[src/rtl/stopwatch_timebase_if.sv]
// Control and display bundle between the stopwatch UI/renderer and the timebase.
// Master drives the user controls; slave (the timebase) drives status and digits.
interface stopwatch_timebase_if;
    logic        start_stop_i;
    logic        lap_i;
    logic        clear_i;
    logic        running_o;
    logic        lap_active_o;
    logic        ovf_o;
    logic        tick_o;
    logic [35:0] disp_bcd_o;
    logic [62:0] disp_seg_o;

    modport master (
        output start_stop_i, lap_i, clear_i,
        input  running_o, lap_active_o, ovf_o, tick_o, disp_bcd_o, disp_seg_o
    );

    modport slave (
        input  start_stop_i, lap_i, clear_i,
        output running_o, lap_active_o, ovf_o, tick_o, disp_bcd_o, disp_seg_o
    );
endinterface

[src/rtl/stopwatch_timebase.sv]
// BCD hh:mm:ss.mmm stopwatch with start/stop, lap freeze and clear; 9 digits as BCD + 7-seg.
// Latency: state/count on the event edge, display and tick_o one cycle later.
// Backpressure: none; controls are edge-detected levels, outputs are free-running.
module stopwatch_timebase #(
    parameter int CLK_HZ  = 100000000,
    parameter int TICK_HZ = 1000
) (
    input  logic               CLK,
    input  logic               rst,
    stopwatch_timebase_if.slave sw
);
    localparam int DIV = CLK_HZ / TICK_HZ;
    localparam int PW  = (DIV > 1) ? $clog2(DIV) : 1;

    typedef struct packed {
        logic [3:0] h1, h0, m1, m0, s1, s0, ms2, ms1, ms0;
    } cnt_t;

    typedef enum logic [1:0] {IDLE, RUN, LAP, PAUSE} state_t;

    localparam cnt_t CNT_MAX = 36'h995959999;

    state_t        state_q, state_d;
    logic [PW-1:0] presc_q;
    cnt_t          cnt_q, lap_q, disp_src;
    logic          ss_q, lapin_q, clr_q;
    logic          ev_clr, ev_ss, ev_lap;
    logic          clear_all, cap_lap, counting, tick_int;

    // One digit of the ripple: {next digit, carry out}.
    function automatic logic [4:0] dig_inc(input logic [3:0] d, input logic [3:0] dmax,
                                           input logic cin);
        if (!cin)
            return {d, 1'b0};
        else if (d == dmax)
            return {4'd0, 1'b1};
        else
            return {4'(d + 4'd1), 1'b0};
    endfunction

    function automatic cnt_t cnt_inc(input cnt_t c);
        cnt_t n;
        logic cy;
        {n.ms0, cy} = dig_inc(c.ms0, 4'd9, 1'b1);
        {n.ms1, cy} = dig_inc(c.ms1, 4'd9, cy);
        {n.ms2, cy} = dig_inc(c.ms2, 4'd9, cy);
        {n.s0,  cy} = dig_inc(c.s0,  4'd9, cy);
        {n.s1,  cy} = dig_inc(c.s1,  4'd5, cy);
        {n.m0,  cy} = dig_inc(c.m0,  4'd9, cy);
        {n.m1,  cy} = dig_inc(c.m1,  4'd5, cy);
        {n.h0,  cy} = dig_inc(c.h0,  4'd9, cy);
        {n.h1,  cy} = dig_inc(c.h1,  4'd9, cy);
        return n;
    endfunction

    // Mask order {g,f,e,d,c,b,a}.
    function automatic logic [6:0] seg7(input logic [3:0] d);
        case (d)
            4'd0:    return 7'b0111111;
            4'd1:    return 7'b0000110;
            4'd2:    return 7'b1011011;
            4'd3:    return 7'b1001111;
            4'd4:    return 7'b1100110;
            4'd5:    return 7'b1101101;
            4'd6:    return 7'b1111101;
            4'd7:    return 7'b0000111;
            4'd8:    return 7'b1111111;
            4'd9:    return 7'b1101111;
            default: return 7'b0000000;
        endcase
    endfunction

    // Prioritised events: a clear swallows start/stop and lap on the same cycle.
    assign ev_clr = sw.clear_i & ~clr_q;
    assign ev_ss  = sw.start_stop_i & ~ss_q & ~ev_clr;
    assign ev_lap = sw.lap_i & ~lapin_q & ~ev_clr & ~ev_ss;

    assign counting = (state_q == RUN) || (state_q == LAP);
    assign tick_int = counting && (presc_q == PW'(DIV - 1));

    always_comb begin
        state_d   = state_q;
        clear_all = 1'b0;
        cap_lap   = 1'b0;
        if (ev_clr) begin
            state_d   = IDLE;
            clear_all = 1'b1;
        end else if (ev_ss) begin
            case (state_q)
                IDLE, PAUSE: state_d = RUN;
                default:     state_d = PAUSE;
            endcase
        end else if (ev_lap) begin
            if (state_q == RUN) begin
                state_d = LAP;
                cap_lap = 1'b1;
            end else if (state_q == LAP) begin
                state_d = RUN;
            end
        end
    end

    always_ff @(posedge CLK) begin
        if (rst) begin
            state_q   <= IDLE;
            ss_q      <= 1'b0;
            lapin_q   <= 1'b0;
            clr_q     <= 1'b0;
            presc_q   <= '0;
            cnt_q     <= '0;
            lap_q     <= '0;
            sw.ovf_o  <= 1'b0;
            sw.tick_o <= 1'b0;
        end else begin
            state_q   <= state_d;
            ss_q      <= sw.start_stop_i;
            lapin_q   <= sw.lap_i;
            clr_q     <= sw.clear_i;
            sw.tick_o <= tick_int & ~clear_all;
            if (cap_lap)
                lap_q <= cnt_q;
            if (clear_all) begin
                presc_q  <= '0;
                cnt_q    <= '0;
                lap_q    <= '0;
                sw.ovf_o <= 1'b0;
            end else begin
                // Prescaler holds outside RUN/LAP so a resume keeps the sub-tick phase.
                if (counting)
                    presc_q <= tick_int ? '0 : PW'(presc_q + 1'b1);
                if (tick_int) begin
                    cnt_q <= cnt_inc(cnt_q);
                    if (cnt_q == CNT_MAX)
                        sw.ovf_o <= 1'b1;
                end
            end
        end
    end

    assign disp_src = (state_q == LAP) ? lap_q : cnt_q;

    always_ff @(posedge CLK) begin
        if (rst) begin
            sw.disp_bcd_o <= '0;
            sw.disp_seg_o <= {9{7'b0111111}};
        end else begin
            sw.disp_bcd_o <= disp_src;
            sw.disp_seg_o <= {seg7(disp_src.h1),  seg7(disp_src.h0),
                              seg7(disp_src.m1),  seg7(disp_src.m0),
                              seg7(disp_src.s1),  seg7(disp_src.s0),
                              seg7(disp_src.ms2), seg7(disp_src.ms1),
                              seg7(disp_src.ms0)};
        end
    end

    assign sw.running_o    = counting;
    assign sw.lap_active_o = (state_q == LAP);
endmodule

[src/flat_wrapper.sv]
// flat-port wrapper written by rule: the top's interface ports become plain ports
module stopwatch_timebase_flat 
#(
    parameter int CLK_HZ  = 100000000,
    parameter int TICK_HZ = 1000
)
  (CLK, rst, sw_start_stop_i, sw_lap_i, sw_clear_i, sw_running_o, sw_lap_active_o, sw_ovf_o, sw_tick_o, sw_disp_bcd_o, sw_disp_seg_o);
  stopwatch_timebase_if sw_i ();
  input  logic CLK;
  input  logic rst;
  input wire logic [$bits(sw_i.start_stop_i)-1:0] sw_start_stop_i;
  input wire logic [$bits(sw_i.lap_i)-1:0] sw_lap_i;
  input wire logic [$bits(sw_i.clear_i)-1:0] sw_clear_i;
  output wire logic [$bits(sw_i.running_o)-1:0] sw_running_o;
  output wire logic [$bits(sw_i.lap_active_o)-1:0] sw_lap_active_o;
  output wire logic [$bits(sw_i.ovf_o)-1:0] sw_ovf_o;
  output wire logic [$bits(sw_i.tick_o)-1:0] sw_tick_o;
  output wire logic [$bits(sw_i.disp_bcd_o)-1:0] sw_disp_bcd_o;
  output wire logic [$bits(sw_i.disp_seg_o)-1:0] sw_disp_seg_o;
  assign sw_i.start_stop_i = sw_start_stop_i;
  assign sw_i.lap_i = sw_lap_i;
  assign sw_i.clear_i = sw_clear_i;
  assign sw_running_o = sw_i.running_o;
  assign sw_lap_active_o = sw_i.lap_active_o;
  assign sw_ovf_o = sw_i.ovf_o;
  assign sw_tick_o = sw_i.tick_o;
  assign sw_disp_bcd_o = sw_i.disp_bcd_o;
  assign sw_disp_seg_o = sw_i.disp_seg_o;
  stopwatch_timebase #(.CLK_HZ(CLK_HZ), .TICK_HZ(TICK_HZ)) u_core (.CLK(CLK), .rst(rst), .sw(sw_i));
endmodule
[config.mk]
export PLATFORM = sky130hd
export DESIGN_NAME = stopwatch_timebase_flat
export DESIGN_NICKNAME = d
export VERILOG_FILES = /design/src/rtl/stopwatch_timebase_if.sv /design/src/rtl/stopwatch_timebase.sv /design/src/flat_wrapper.sv
export SDC_FILE = /design/constraint.sdc
export NUM_CORES = 1
export LEC_CHECK = 0
export CORE_ASPECT_RATIO = 0.75
export CORE_MARGIN = 3
export CORE_UTILIZATION = 63
export DETAILED_ROUTE_END_ITERATION = 8
export DONT_BUFFER_PORTS = 1
export PLACE_DENSITY_LB_ADDON = 0.2
export SYNTH_ARGS = -nofsm -noshare
export SYNTH_HDL_FRONTEND = slang
export SYNTH_SLANG_ARGS = --single-unit
[constraint.sdc]
create_clock -name CLK -period 2.8 [get_ports CLK]
set_clock_uncertainty 0.05 [all_clocks]
set_input_delay 0.56 -clock CLK [delete_from_list [all_inputs] [get_ports CLK]]
set_output_delay 0.56 -clock CLK [all_outputs]
set_load 0.05 [all_outputs]
==> metrics.log, run 1 <==
[metrics] run status: complete, no violations
[metrics] commonest register cell after synthesis: dfxtp_1
[metrics] first-pass iteration count of the detailed router: 5
[metrics] Slew HR: 57.5%
[metrics] number of hold violations in the final report: 0
[metrics] final count of pins violating max slew: 0
[metrics] pin count of the biggest net entering global routing: 95
[metrics] fraction of final layout cells with drive strength greater than 1: 9.47%
[metrics] Die Wd: 142 um
[metrics] DRT Wirelength: 17200 um
[metrics] mean post-synth cell area: 8.93 sq um
[metrics] Final setup viols: 0
[metrics] total inserted antenna cells: 0
[metrics] post-synthesis sequential element count: 195
[metrics] length in cells of the worst reg-to-reg path: 10
[metrics] max-cap violation count: 0
[metrics] sequential cell area fraction in the yosys report: 44.5%
[metrics] number of global-route vias before repair: 6327
[metrics] most used cells in the layout excluding fill and tap cells: dfxtp_1, nand2_1, nor2_1
[metrics] setup TNS: 0 ns
[metrics] synth warn: 0
[metrics] worst IR drop on VDD: 0.469 mV
[metrics] # fillers: 990
[metrics] depth of the worst hold-timing path: 1
[metrics] post-synthesis instance area: 8770 sq um
[metrics] setup slack after layout: 0.369 ns
[metrics] CTS Hold Bufs: 0
[metrics] critical path data required time: 3.12 ns
[metrics] die extent in y: 108 um
[metrics] initial standard-cell utilization of the core: 66.0%
[metrics] setup repair after global routing missed its margin: no
[metrics] via count: 6623
[metrics] type of the worst setup path: reg2reg
[metrics] top-level port count: 108
[metrics] final worst-path cycle share: 86.8%
[metrics] routed length per placed instance: 14.7 um
[metrics] GRT Residual Overflow: 0
[metrics] number of instances resized during post-cts repair: 0
[metrics] data arrival at the endpoint of the critical path: 2.75 ns
[metrics] post-detail-place hpwl: 11500 um
[metrics] clock-pin slew of the registers on the worst-case setup and hold paths: 0.07 ns
[metrics] power spent charging and discharging nets: 1080 uW
[metrics] PD cells: 542 nW/um^2
[metrics] overall die area: 15400 sq um
[metrics] measured slew at the worst slew-check pin: 0.620 ns
[metrics] utilization of the core after routing: 72.6%
[metrics] standard cell area after detailed placement: 9060 sq um
[metrics] Cell variety after synth: 58
[metrics] count of buffers inserted at the top-level ports: 0
[metrics] Fmax: 0.411 GHz
[metrics] Setup crit start kind: flop
[metrics] Core Rows: 36
[metrics] total clock buffers created by CTS: 17
[metrics] Num Clock Sinks: 195
[metrics] path category of the worst min-delay check: in2reg
[metrics] FFs w/ async S/R, synth: 0%
[metrics] number of DRC markers in iteration 0: 437
[metrics] number of antenna violations at the first check in global routing: 0
[metrics] Net count, final: 1064
[metrics] worst-path maximum fanout: 15
[metrics] number of synthesized flops with an enable pin: 0
[metrics] final design instance area without fill: 9650 sq um
[metrics] buffers from clock root to sink, at most: 2
[metrics] Gate power share: 1.6%
[metrics] via/cell ratio: 5.64
[metrics] Layout area overhead: 9.97%
[metrics] switching share of total power: 20.7%
[metrics] antenna violation net count after detailed routing: 0
[metrics] root buffer cell: clkbuf_16
[metrics] area of the core: 13300 sq um
[metrics] Min Clock Period, post-route: 2.43 ns
[metrics] share of total power in the clock network: 45.2%
[metrics] final weighted congestion in routability-driven placement: 0.822
[metrics] critical path capture point type: flop
[metrics] number of H-tree levels: 4
[metrics] global-route wire length before repair: 29700 um
[metrics] CTS tree: yes
[metrics] pre-CTS WS: 0.151 ns
[metrics] GRT Util Overall: 23.4%
[metrics] DRC violations left: 0
[metrics] Clock Latency Late Sink: 0.43 ns
[metrics] cell count after synthesis: 983
[metrics] Post-CTS Repair Setup Buffers: 0
[metrics] Static Leak: 0.00376 uW
[metrics] most common cell after layout, fill and taps aside: dfxtp_1
[metrics] total nets after synthesis: 1057
[metrics] internal power: 4140 uW
[metrics] relative contribution of sequential cells to total power: 53.2%
## registers in the layout, summed over array words and instances, names as in the netlist
register / count
u_core.cnt_q: 36
u_core.sw.tick_o: 1
u_core.lap_q: 36
u_core.state_q: 2
u_core.clr_q: 1
u_core.sw.disp_bcd_o: 36
u_core.ss_q: 1
u_core.presc_q: 17
u_core.sw.ovf_o: 1
u_core.lapin_q: 1
u_core.sw.disp_seg_o: 63
## critical path: stages, from the launching register on
cell	delay, ns
dfxtp_1	0.33
inv_1	0.10
ha_4	0.34
buf_4	0.25
mux2i_1	0.54
inv_1	0.14
ha_1	0.23
nor2_1	0.15
a21o_1	0.10
a21oi_1	0.05
nor2_1	0.09
## logic make-up (layout without fill, tap and decap cells)
kind of cell / Yosys count / after routing / share of synthesized area, %
DFF: 195 / 195 / 44.5
buffers and inverters: 89 / 109 / 4.29
xor gates and xnor gates: 22 / 22 / 2.20
and+or+nand+nor: 370 / 370 / 21.1
AOI/OAI and AO/OA: 189 / 189 / 12.3
muxes: 49 / 49 / 5.73
adders and majority gates: 69 / 69 / 9.84
## final timing paths
kind,to,slack (ns),start
setup reg to reg,u_core.sw.disp_seg_o[13],0.37,u_core.state_q[0]
hold reg to reg,u_core.lap_q[6],0.40,u_core.lap_q[6]
hold / removal,u_core.clr_q,0.14,rst
setup / recovery,u_core.sw.disp_seg_o[13],0.37,u_core.state_q[0]
## synthesized netlist by cell type (all sizes together) (16+ instances only)
cell type	number	area (sq um)
dfxtp	195	3900
ha	69	863
a21oi	99	495
nor2	108	405
or3	16	100
inv	38	143
nand3	25	138
nand2	123	462
buf	16	103
nand4	18	134
mux2i	39	390
o21ai	44	220
clkbuf	35	131
## per-layer routing
layer	global-route usage [%]	vias to the layer above	wire length [um]
met5	0	-	0
met4	8.84	0	308
met3	4.69	30	723
met2	37.4	123	7900
met1	31.4	3098	8300
li1	-	3372	-
## power groups by stage
stage / Clock [uW] / Sequential, uW / Combinational [uW]
5_1_grt: 2520 / 2780 / 91.8
3_5_place_dp: 0 / 2840 / 82.9
3_3_place_gp: 0 / 2840 / 83.0
4_1_cts: 2400 / 2780 / 84.0
2_1_floorplan: 0 / 2840 / 79.2
6_report: 2360 / 2780 / 83.1
## area by class of cell
type	instances	area, sq um	area share (%)
multi-input combinational	699	4510	46.7
clock inverter	12	130	1.35
inverter	38	143	1.48
clock buffer	20	447	4.63
sequential	195	3900	40.5
timing repair buffer	39	305	3.16
tap	171	214	2.22
## stage by stage
step,total power [uW],instances,hold slack (ns)
6_report,5230,1174,0.140
5_1_grt,5390,1174,0.134
4_1_cts,5270,1172,0.128
3_5_place_dp,2930,1140,0.396
3_3_place_gp,2920,1140,0.392
2_1_floorplan,2920,983,0.386
No activity file was read; power rests on OpenSTA's default activity.
==> run 2: changes to the inputs <==
--- a/config.mk
+++ b/config.mk
@@ -10,6 +10,7 @@
 export CORE_UTILIZATION = 63
 export DETAILED_ROUTE_END_ITERATION = 8
 export DONT_BUFFER_PORTS = 1
+export GPL_TIMING_DRIVEN = 0
 export PLACE_DENSITY_LB_ADDON = 0.2
 export SYNTH_ARGS = -nofsm -noshare
 export SYNTH_HDL_FRONTEND = slang
==> metrics.log, run 2 (synthesis results as in run 1) <==
[metrics] run status: complete, no violations
[metrics] reg-to-reg critical path startpoint: u_core.state_q[0]
[metrics] register area: 3910 sq um
[metrics] # fillers: 985
[metrics] critical path data required time: 3.12 ns
[metrics] GRT Util Overall: 27.3%
[metrics] placed instance count: 1154
[metrics] setup slack after layout: 0.110 ns
[metrics] Min Clock Period, post-route: 2.69 ns
[metrics] area of the multi-input gates: 4670 sq um
[metrics] type of the worst setup path: reg2reg
[metrics] fin cells: 1188
[metrics] final count of pins violating max slew: 0
[metrics] internal power: 4330 uW
[metrics] routed length per placed instance: 17.8 um
[metrics] Layout area overhead: 12.1%
[metrics] Biggest register: u_core.sw.disp_seg_o
[metrics] overall die area: 15400 sq um
[metrics] power spent charging and discharging nets: 1170 uW
[metrics] Fmax: 0.372 GHz
[metrics] via/cell ratio: 5.91
[metrics] first-pass iteration count of the detailed router: 7
[metrics] worst IR drop on VDD: 0.378 mV
[metrics] max-cap violation count: 0
[metrics] most used cells in the layout excluding fill and tap cells: dfxtp_1, nand2_1, nor2_1
[metrics] Static Leak: 0.00375 uW
[metrics] Clock Latency Late Sink: 0.43 ns
[metrics] Die Wd: 142 um
[metrics] setup TNS: 0 ns
[metrics] worst hold slack: 0.217 ns
[metrics] number of antenna violations at the first check in global routing: 0
[metrics] length in cells of the worst reg-to-reg path: 11
[metrics] CTS Hold Bufs: 0
[metrics] Num Clock Sinks: 195
[metrics] Gate power share: 2.4%
[metrics] clock-pin slew of the registers on the worst-case setup and hold paths: 0.07 ns
[metrics] data arrival at the endpoint of the critical path: 3.01 ns
[metrics] antenna violation net count after detailed routing: 0
[metrics] global-route wire length before repair: 33500 um
[metrics] max reg flops: 63
[metrics] Worst R2R End: u_core.sw.disp_seg_o[20]
[metrics] utilization of the core after routing: 74.0%
[metrics] worst setup path startpoint: u_core.state_q[0]
[metrics] count of buffers inserted at the top-level ports: 0
[metrics] setup repair after global routing missed its margin: yes
[metrics] switching share of total power: 21.3%
[metrics] final weighted congestion in routability-driven placement: 0.903
[metrics] Setup crit end: u_core.sw.disp_seg_o[20]
[metrics] path category of the worst min-delay check: in2reg
[metrics] FF-to-FF setup slack: 0.11 ns
[metrics] top-level port count: 108
[metrics] depth of the critical timing path with buffers and inverters included: 11
[metrics] root buffer cell: clkbuf_16
[metrics] Core Rows: 36
[metrics] CTS tree: yes
[metrics] worst-path maximum fanout: 10
[metrics] area of the core: 13300 sq um
[metrics] Setup crit start kind: flop
[metrics] GRT Residual Overflow: 0
[metrics] DRT Wirelength: 21100 um
[metrics] die extent in y: 108 um
[metrics] count of buffer and inverter cells on the critical path: 4
[metrics] cells along the critical path: inv_1 -> ha_4 -> buf_6 -> buf_4 -> mux2i_2 -> inv_1 -> ha_1 -> nor2_1 -> a21o_1 -> a21oi_1 -> nor2_1
[metrics] Final setup viols: 0
[metrics] Slew HR: 41.5%
[metrics] number of hold violations in the final report: 0
[metrics] most common cell after layout, fill and taps aside: dfxtp_1
[metrics] DRC violations left: 0
[metrics] buffers from clock root to sink, at most: 2
[metrics] relative contribution of sequential cells to total power: 50.5%
[metrics] PD cells: 559 nW/um^2
[metrics] total inserted antenna cells: 0
[metrics] pin count of the biggest net entering global routing: 17
[metrics] final worst-path cycle share: 96.1%
[metrics] Top Family by Delay on Critical Path: buffers and inverters
[metrics] initial standard-cell utilization of the core: 66.0%
[metrics] post-detail-place hpwl: 14100 um
[metrics] pre-CTS WS: -0.661 ns
[metrics] critical path capture point type: flop
[metrics] number of DRC markers in iteration 0: 567
[metrics] highest-delay cell along the critical path: mux2i_2
[metrics] fraction of final layout cells with drive strength greater than 1: 8.55%
[metrics] total clock buffers created by CTS: 17
[metrics] measured slew at the worst slew-check pin: 0.853 ns
[metrics] number of global-route vias before repair: 6630
[metrics] Net count, final: 1078
[metrics] number of H-tree levels: 4
[metrics] share of total power in the clock network: 47.1%
[metrics] highest cell delay on the worst timing path: 0.49 ns
[metrics] via count: 7024
-- run 2: cell count changes in the layout (fill, tap and decap cells not counted), moves of 2 or more --
cell and delta:
mux2i_4 +12, bufinv_16 +2, buf_2 +3, buf_1 +4, buf_6 +6, mux2i_2 +3, clkbuf_1 +35, buf_4 -34
mux2i_1 -15, clkinv_2 -2
-- run 2: worst min-delay path by stage --
stage | start | to | slack (ns) | depth (start not counted)
floorplan | u_core.lap_q[0] | u_core.lap_q[0] | 0.39 | 2
global placement | u_core.lap_q[17] | u_core.lap_q[17] | 0.39 | 2
detailed placement | u_core.lap_q[9] | u_core.lap_q[9] | 0.40 | 2
CTS | sw_clear_i | u_core.clr_q | 0.21 | 1
global route | sw_clear_i | u_core.clr_q | 0.21 | 1
finish | sw_clear_i | u_core.clr_q | 0.22 | 1
-- run 2: repair_timing --
item,4_1_cts,5_1_grt
pin swaps,0,1
buffers inserted,0,2
gates resized for setup,31,8
cloned,0,0
setup endpoints to repair,69,30
-- run 2: metal layers --
metal  global-route usage [%]  up-vias  share of wire, %
li1                         -     3404                 -
met1                     36.8     3325                45
met2                     43.2      265                46
met3                     7.07       30               7.4
met4                     8.56        0               1.4
met5                        0        -                 0
-- run 2: stage by stage --
stage | power (uW) | cell area (sq um)
after floorplan | 2920 | 8780
after global placement | 2960 | 8990
after detailed placement | 2970 | 8990
after CTS | 5500 | 9780
after global routing | 5650 | 9840
final | 5500 | 9840
-- run 2: worst register-to-register path: cells and delay by family (launching register included) --
kind	cells	cell delay (ns)
multiplexers	1	0.50
adder cells (fa/ha/maj)	2	0.46
AND/OR/NAND/NOR	2	0.27
AO/OA/AOI/OAI	2	0.19
flip-flops	1	0.34
buffers and inverters	4	0.83
-- run 2: area by class of cell --
type,instances,area share [%]
inverter,38,1.45
buffer,51,2.68
sequential,195,39.7
multi-input combinational,699,47.5
clock inverter,12,1.83
timing repair buffer,2,0.153
clock buffer,20,4.54
tap,171,2.17
-- run 2: power by group through the flow --
stage	sequential [uW]	clock, uW	combinational (uW)
final	2780	2590	134
after global routing	2780	2730	141
after CTS	2780	2590	129
after detailed placement	2840	0	123
after global placement	2840	0	122
after floorplan	2840	0	79.2
